`config.mk`:
```
export PLATFORM = sky130hd
export DESIGN_NAME = wb_step_master
export DESIGN_NICKNAME = d
export VERILOG_FILES = /design/src/rtl/wb_step_master.sv
export SDC_FILE = /design/constraint.sdc
export NUM_CORES = 1
export LEC_CHECK = 0
export ABC_AREA = 1
export BUFFER_PORTS_ARGS = -buffer_cell sky130_fd_sc_hd__buf_2
export CAP_MARGIN = 20
export CORE_MARGIN = 5
export CORE_UTILIZATION = 45
export DETAILED_ROUTE_END_ITERATION = 8
export MAX_ROUTING_LAYER = met4
export PLACE_DENSITY = 0.82
export SYNTH_ARGS = -nofsm -noshare
export SYNTH_HDL_FRONTEND = slang
export SYNTH_SLANG_ARGS = --single-unit
```
`constraint.sdc`:
```
create_clock -name wb_clk_i -period 2.4 [get_ports wb_clk_i]
set_input_delay 0.36 -clock wb_clk_i [delete_from_list [all_inputs] [get_ports wb_clk_i]]
set_output_delay 0.36 -clock wb_clk_i [all_outputs]
set_load 0.02 [all_outputs]
```
`src/rtl/wb_step_master.sv`:
```
// rtl/wb_step_master.sv - Wishbone initiator that single-steps a design through the multiplexer control interface
module wb_step_master #(
    parameter logic [31:0] CTRL_ADDR       = 32'h3080_0000,
    parameter logic [31:0] IO_ADDR         = 32'h3040_0000,
    parameter int          ACK_TIMEOUT     = 16,
    parameter bit          RELEASE_ON_DONE = 1'b1
) (
    input  logic        wb_clk_i,
    input  logic        wb_rst_ni,
    input  logic        start_i,
    input  logic        abort_i,
    input  logic [3:0]  design_sel_i,
    input  logic        hold_rst_i,
    input  logic [15:0] step_count_i,
    output logic [31:0] wbm_adr_o,
    output logic [31:0] wbm_dat_o,
    output logic        wbm_we_o,
    output logic        wbm_cyc_o,
    output logic        wbm_stb_o,
    input  logic [31:0] wbm_dat_i,
    input  logic        wbm_ack_i,
    output logic        busy_o,
    output logic        done_o,
    output logic        err_o,
    output logic [27:0] sample_o,
    output logic        sample_vld_o,
    output logic [15:0] steps_done_o
);

    localparam int TW = $clog2(ACK_TIMEOUT + 1);

    typedef enum logic [2:0] {
        S_IDLE, S_SETUP, S_CLK_HI, S_CLK_LO, S_SAMPLE, S_RELEASE, S_GAP, S_DONE
    } state_t;

    state_t        state, state_nxt, ret_state, follow_state, fin_state;
    logic [3:0]    sel_q;
    logic          rst_q;
    logic [15:0]   count_q;
    logic [15:0]   steps_done_q;
    logic [27:0]   sample_q;
    logic          sample_vld_q;
    logic          err_q;
    logic          abort_q;
    logic [TW-1:0] to_cnt;
    logic          bus_state;
    logic          more_steps;
    logic          abort_any;
    logic          timeout_hit;
    logic          unused_dat;

    assign unused_dat  = ^wbm_dat_i[31:28];
    assign bus_state   = (state == S_SETUP) || (state == S_CLK_HI) || (state == S_CLK_LO) ||
                         (state == S_SAMPLE) || (state == S_RELEASE);
    assign fin_state   = RELEASE_ON_DONE ? S_RELEASE : S_DONE;
    assign more_steps  = ({1'b0, steps_done_q} + 17'd1) < {1'b0, count_q};
    assign abort_any   = abort_q || abort_i;
    assign timeout_hit = bus_state && !wbm_ack_i && (to_cnt == TW'(ACK_TIMEOUT - 1));

    // Where the sequence continues once the current bus cycle has been acknowledged
    always_comb begin
        follow_state = S_DONE;
        case (state)
            S_SETUP:  follow_state = (count_q == 16'd0) ? fin_state : S_CLK_HI;
            S_CLK_HI: follow_state = S_CLK_LO;
            S_CLK_LO: follow_state = S_SAMPLE;
            S_SAMPLE: follow_state = more_steps ? S_CLK_HI : fin_state;
            default:  follow_state = S_DONE;
        endcase
    end

    // Next-state logic; abort only redirects at the end of a GAP so bus cycles always complete
    always_comb begin
        state_nxt = state;
        case (state)
            S_IDLE:  if (start_i) state_nxt = S_SETUP;
            S_SETUP, S_CLK_HI, S_CLK_LO, S_SAMPLE, S_RELEASE: begin
                if (wbm_ack_i)        state_nxt = S_GAP;
                else if (timeout_hit) state_nxt = S_DONE;
            end
            S_GAP: begin
                if (!wbm_ack_i) begin
                    if (abort_any && ((ret_state == S_CLK_HI) || (ret_state == S_CLK_LO) ||
                                      (ret_state == S_SAMPLE)))
                        state_nxt = fin_state;
                    else
                        state_nxt = ret_state;
                end
            end
            S_DONE:  state_nxt = S_IDLE;
            default: state_nxt = S_IDLE;
        endcase
    end

    // Bus drive derived from the current state; idle/gap states present an all-zero bus
    always_comb begin
        wbm_cyc_o = bus_state;
        wbm_stb_o = bus_state;
        wbm_we_o  = bus_state && (state != S_SAMPLE);
        wbm_adr_o = 32'h0;
        wbm_dat_o = 32'h0;
        if (state == S_SAMPLE)  wbm_adr_o = IO_ADDR;
        else if (bus_state)     wbm_adr_o = CTRL_ADDR;
        if ((state == S_SETUP) || (state == S_CLK_LO))
            wbm_dat_o = {24'b0, sel_q, 1'b0, 1'b1, rst_q, 1'b1};
        else if (state == S_CLK_HI)
            wbm_dat_o = {24'b0, sel_q, 1'b1, 1'b1, rst_q, 1'b1};
    end

    // State, return-state and acknowledge-timeout counter
    always_ff @(posedge wb_clk_i or negedge wb_rst_ni) begin
        if (!wb_rst_ni) begin
            state     <= S_IDLE;
            ret_state <= S_IDLE;
            to_cnt    <= '0;
        end else begin
            state <= state_nxt;
            if (bus_state && wbm_ack_i) ret_state <= follow_state;
            if (bus_state && !wbm_ack_i && !timeout_hit) to_cnt <= to_cnt + TW'(1);
            else                                         to_cnt <= '0;
        end
    end

    // Sequence parameters latched at start, plus pending-abort and sticky error flags
    always_ff @(posedge wb_clk_i or negedge wb_rst_ni) begin
        if (!wb_rst_ni) begin
            sel_q   <= 4'h0;
            rst_q   <= 1'b0;
            count_q <= 16'h0;
            err_q   <= 1'b0;
            abort_q <= 1'b0;
        end else begin
            if (state == S_IDLE) begin
                abort_q <= start_i && abort_i;
                if (start_i) begin
                    sel_q   <= design_sel_i;
                    rst_q   <= hold_rst_i;
                    count_q <= step_count_i;
                    err_q   <= 1'b0;
                end
            end else if ((state == S_DONE) || ((state == S_GAP) && !wbm_ack_i)) begin
                abort_q <= 1'b0;
            end else if (abort_i) begin
                abort_q <= 1'b1;
            end
            if (timeout_hit) err_q <= 1'b1;
        end
    end

    // IO readback capture and step counting on each acknowledged sample read
    always_ff @(posedge wb_clk_i or negedge wb_rst_ni) begin
        if (!wb_rst_ni) begin
            sample_q     <= 28'h0;
            sample_vld_q <= 1'b0;
            steps_done_q <= 16'h0;
        end else begin
            sample_vld_q <= 1'b0;
            if ((state == S_IDLE) && start_i) steps_done_q <= 16'h0;
            if ((state == S_SAMPLE) && wbm_ack_i) begin
                sample_q     <= wbm_dat_i[27:0];
                sample_vld_q <= 1'b1;
                steps_done_q <= steps_done_q + 16'd1;
            end
        end
    end

    assign busy_o       = (state != S_IDLE);
    assign done_o       = (state == S_DONE);
    assign err_o        = err_q;
    assign sample_o     = sample_q;
    assign sample_vld_o = sample_vld_q;
    assign steps_done_o = steps_done_q;

endmodule

```
Yosys cells after proc, flatten, opt, wreduce, memory -nomap -nowiden
Cells that the tools add are included.
{"block": "op_classes", "add_sub_neg": 3, "order_cmp": 1, "n_eq_ne": 15, "muxes": 23, "n_reduce_logical": 32}
{"op": "30-bit two-way mux", "n": 2}
{"op": "16-bit two-way mux", "n": 2}
{"op": "3-bit one-hot mux with 4 select lines", "n": 2}
{"op": "3-bit two-way mux", "n": 7}
{"op": "16-bit by 1-bit adder with 17-bit output, second input constant", "n": 1}
{"op": "17-bit by 16-bit less-than comparator with 1-bit output", "n": 1}
{"op": "16-bit by 1-bit adder with 16-bit output, second input constant", "n": 1}
{"op": "16-bit zero test", "n": 1}
{"op": "8-bit two-way mux", "n": 2}
{"op": "3-bit equality test, second input constant", "n": 5}
{"op": "3-bit by 2-bit equality test with 1-bit output, second input constant", "n": 4}
{"op": "1-bit logical AND", "n": 10}
{"op": "1-bit logical OR", "n": 9}
{"op": "1-bit two-way mux", "n": 7}
{"op": "3-bit != test, second input constant", "n": 2}
{"op": "2-bit nonzero test", "n": 3}
{"op": "3-bit nonzero test", "n": 2}
{"op": "5-bit by 1-bit adder with 5-bit output, second input constant", "n": 1}
{"op": "5-bit by 4-bit equality test with 1-bit output, second input constant", "n": 1}
{"op": "5-bit two-way mux", "n": 1}
{"op": "5-bit OR reduction", "n": 1}
{"op": "2-bit != test, second input constant", "n": 2}
{"op": "2-bit AND reduction", "n": 2}
{"op": "3-bit by 1-bit equality test with 1-bit output, second input constant", "n": 1}
{"op": "other kinds (3)", "n": 4}
{"block": "word_totals", "regBits": 79, "inputBits": 58, "out_inout_bits": 115, "wordCells": 85}

Depth between registers and ports, before layout
{"block": "logic_depth", "word_depth": 10, "ltp_mapped": 16, "mapped_depth_nobuf": 16}

Least setup slack after synthesis
Ideal clock, no wire load.
{"block": "synth_path", "kind": "reg2reg", "startpoint": "register steps_done_q[0] (netlist: steps_done_o[0])", "endpoint": "register ret_state[2]", "setup_time_ps": 118, "arrival_time_ps": 2275, "t_required_ps": 2282, "path_slack_ps": 7, "stages_incl_launch_ff": 17, "path_buffers": 0, "period_less_slack_ps": 2393, "cell_sequence": "dfrtp_1 ha_1 nand2_1 nor2_2 nand2_1 nor2_2 nand2_1 xor2_1 ha_1 a21oi_1 nand3_1 nand3_1 nand2_1 inv_1 nand3_1 nand3_1 nand2_1"}
{"block": "synth_via", "elab_chain_cells": 4}
{"item": "from (decl)", "line": "40", "rtl": "logic [15:0] steps_done_q;"}
{"item": "from (signal assigned)", "line": "162", "rtl": "steps_done_q <= steps_done_q + 16'd1;"}
{"item": "16-bit by 1-bit adder with 17-bit output", "line": "56", "rtl": "assign more_steps = ({1'b0, steps_done_q} + 17'd1) < {1'b0, count_q};"}
{"item": "17-bit by 16-bit less-than comparator with 1-bit output", "line": "56"}
{"item": "3-bit two-way mux", "line": "67", "rtl": "S_SAMPLE: follow_state = more_steps ? S_CLK_HI : fin_state;"}
{"item": "3-bit one-hot mux with 4 select lines", "line": "63", "rtl": "case (state)"}
{"item": "to (signal assigned)", "line": "118", "rtl": "if (bus_state && wbm_ack_i) ret_state <= follow_state;"}
{"item": "to (decl)", "line": "36", "rtl": "state_t state, state_nxt, ret_state, follow_state, fin_state;"}
No other way between the ends.
A chain may end at the register's enable or synchronous reset.

Worst setup path after layout
{"block": "layout_path", "startpoint": "register steps_done_q[1] (netlist: steps_done_o[1])", "endpoint": "register ret_state[2]"}
The elaborated chain is that of the path after synthesis.

==> flow_summary.toml <==
[outcome]
status = "finished clean"

[yosys]
synthCells = 564
ys_async_sr_fraction_pct = 100.0
synthXorXnorAreaFrac_pct = 1.955
ys_seq_elements = 79
syn_avg_cell_area_um2 = 7.942
synth_top_family_by_area = "simple AND/OR/NAND/NOR gates"
synth_compound_area_share_pct = 7.374
synth_edf_count = 0
synth_area_mm2 = 0.004479
seq_area_frac_synth_pct = 44.13
synth_fa_ha_area_share_pct = 5.028
synthFlopType = "dfrtp_1"
yosysWarningCount = 0
yosys.area_share.simple_pct = 23.99
muxShareOfSynthArea_pct = 0
ys_types = 35

[placed_design]
portBuffers = 116
place_inst = 807
dpl.hpwl_um = 7690
routabilityCongestion = 0.8807

[timing]
hold_viol = 0
setup_tns_ps = 0
rsz0062_at_grt = "yes"
min_period_ps = 2397
final_max_slew_viol_count = 0
fmax_ghz = 0.4173
setup_viol = 0
whs_ps = 210.1
timing.final.crit_share_pct = 99.86
skew_ps = 8.871

[critical_path]
crit_family = "simple AND/OR/NAND/NOR gates"
cp_common_cell = "nand2_2"
path_max_fanout = 4
slowest_delay_ps = 400
crit_chain = "ha_2 > nand2_2 > nor2_4 > nand2_2 > nor2_4 > nand2_2 > xor2_2 > ha_1 > a21oi_2 > o21bai_1 > nor2_1 > nand2_1 > inv_2 > nand3_2 > nand3_2 > nand2_1"
crit_buf_inv = 1
critPathCaptureType = "register"
start_kind = "register"
slowest_stage = "dfrtp_1"
worst_ep_arrival_time_ps = 2640
crit_type = "register to register"
worstPathRequired_ps = 2640

[power_and_ir_drop]
leakage_nw = 3.018
p_total_mw = 6.649
vdd_drop_max_mv = 0.8761
swShare_pct = 46.18
p_int_mw = 3.578
clkPwrFrac_pct = 15.5
p_per_area_mw_per_mm2 = 1245
p_sw_mw = 3.071
p_seq_share_pct = 33.7
p_comb_share_pct = 50.8

[floorplanning]
start_util_pct = 46.04
die_h_um = 109.8
die_area_mm2 = 0.01205
coreArea_mm2 = 0.009729
ioPinCount = 173
row_count = 36
fp.dieW_um = 109.8

[global_route]
grt_pass1_vias = 3347
antenna_found_initial = 1
grt_usage_pct = 17.00
gr-total-overflow = 0
grt_first_pass_wirelength_um = 15650
grt_max_degree = 47

[cts]
cts_buffers = 9
clock-sinks = 79
clkSlewWorstSetupHoldPaths_ps = 80
clk_latency_ps = 340
tritoncts = "yes"
cts-root-buf = "clkbuf_8"
cts_buffer_depth = 2
ctsHtreeMaxLevel = 3

[cells_and_area]
finalNetCount = 763
utilization_pct = 54.89
drive_gt1_share_pct = 26.48
final_common_cell = "nand2_1"
area_growth_pct = 19.22
final_cell_mix = "169 x nand2_1, 115 x buf_2, 78 x dfrtp_1, 67 x inv_1, 52 x conb_1"
layout.cells.non_filler = 826

[detailed_routing]
via_per_inst = 4.477
ant_nets = 0
wire_per_inst_um = 12.21
num_vias = 3698
routed_wl_um = 10090
drt_iter0_drc = 165
drc = 0
dr.pass1.iters = 4

[flow_run]
max-cap-violations = 0

[hold_path]
min_path_type = "input port to register"
[Yosys cell counts (5+ instances only)]
| cell | n | area share (%) |
|---|---|---|
| ha_1 | 18 | 5.0 |
| nand4_1 | 5 | 0.70 |
| xor2_1 | 10 | 2.0 |
| nor2_1 | 34 | 2.8 |
| o21ai_0 | 25 | 2.8 |
| dfrtp_1 | 79 | 44 |
| nand2_1 | 173 | 14 |
| o21ai_1 | 11 | 1.2 |
| nand3_1 | 17 | 1.9 |
| buf_4 | 59 | 9.9 |
| inv_2 | 7 | 0.59 |
| buf_2 | 8 | 0.89 |
| a21oi_1 | 11 | 1.2 |
| inv_1 | 68 | 5.7 |
[final timing paths]
| path | from | endpoint | slack (ps) | cells after the start |
|---|---|---|---|---|
| worst max-delay path | steps_done_o[1] | ret_state[2] | 3 | 16 |
| worst min-delay path | wbm_dat_i[9] | sample_o[9] | 210 | 3 |
| worst max register to register | steps_done_o[1] | ret_state[2] | 3 | 16 |
| worst min register to register | to_cnt[0] | to_cnt[0] | 460 | 1 |
| max in group asynchronous | wb_rst_ni | sel_q[2] | 1290 | 3 |
| min in group asynchronous | wb_rst_ni | sample_vld_o | 500 | 2 |
[cells by family (layout without fill, tap and decap cells)]
logic type                 count (synthesis)  count (layout)
xor gates and xnor gates                  10              10
adders and majority gates                 18              18
DFF                                       79              79
and+or+nand+nor                          252             252
AOI/OAI and AO/OA                         60              60
buffers and inverters                    144             220
other                                      1              54
[per-stage QoR]
stage | instance area [um^2] | setup slack, ps
floorplan | 4671 | 7.220
global placement | 5021 | 77.35
detailed placement | 5021 | 30.05
CTS | 5236 | 16.22
global route | 5338 | -181.6
finish | 5340 | 3.382
[state kept, by name, indices dropped and copies added (netlist names)]
register      flops
abort_q           1
count_q          16
sel_q             4
ret_state         3
rst_q             1
to_cnt            5
sample_vld_o      1
sample_o         28
state             3
steps_done_o     16
err_o             1
[worst reg2reg max path, delay by kind of cell, from the launching register on]
kind                       cells  cell delay [ps]
and+or+nand+nor               10              910
adders and majority gates      2              530
DFF                            1              400
AOI/OAI and AO/OA              2              230
xor gates and xnor gates       1              160
buffers and inverters          1               60
[layer usage]
layer | up-vias | GRT usage (%) | part of all wire [%]
li1 | 1878 | - | -
met1 | 1698 | 21.85 | 42
met2 | 107 | 26.68 | 50
met3 | 15 | 3.464 | 6.6
met4 | 0 | 6.233 | 1.7
met5 | - | - | 0
[power by group through the flow]
stage | registers [mW] | logic (mW) | clock network [mW]
floorplan | 2.62 | 2.04 | 0
global placement | 2.24 | 3.21 | 0
detailed placement | 2.26 | 3.29 | 0
CTS | 2.24 | 3.30 | 1.06
global route | 2.31 | 3.80 | 1.11
finish | 2.24 | 3.38 | 1.03
[layout make-up]
cell class / count / area (um^2)
timing repair buffer: 129 / 695.7
fill: 948 / 4389
tap: 133 / 166.4
multi-input combinational: 392 / 2003
inverter: 76 / 286.5
clock buffer: 11 / 151.4
clock inverter: 4 / 53.80
antenna: 2 / 5.005
sequential: 79 / 1978
[repair_timing]
action	CTS	global route
resized for setup	0	18
setup buffers	0	1
setup endpoints to repair	0	3
hold buffers	1	0
hold endpoints to repair	33	0
No activity file was read; power rests on OpenSTA's default activity.
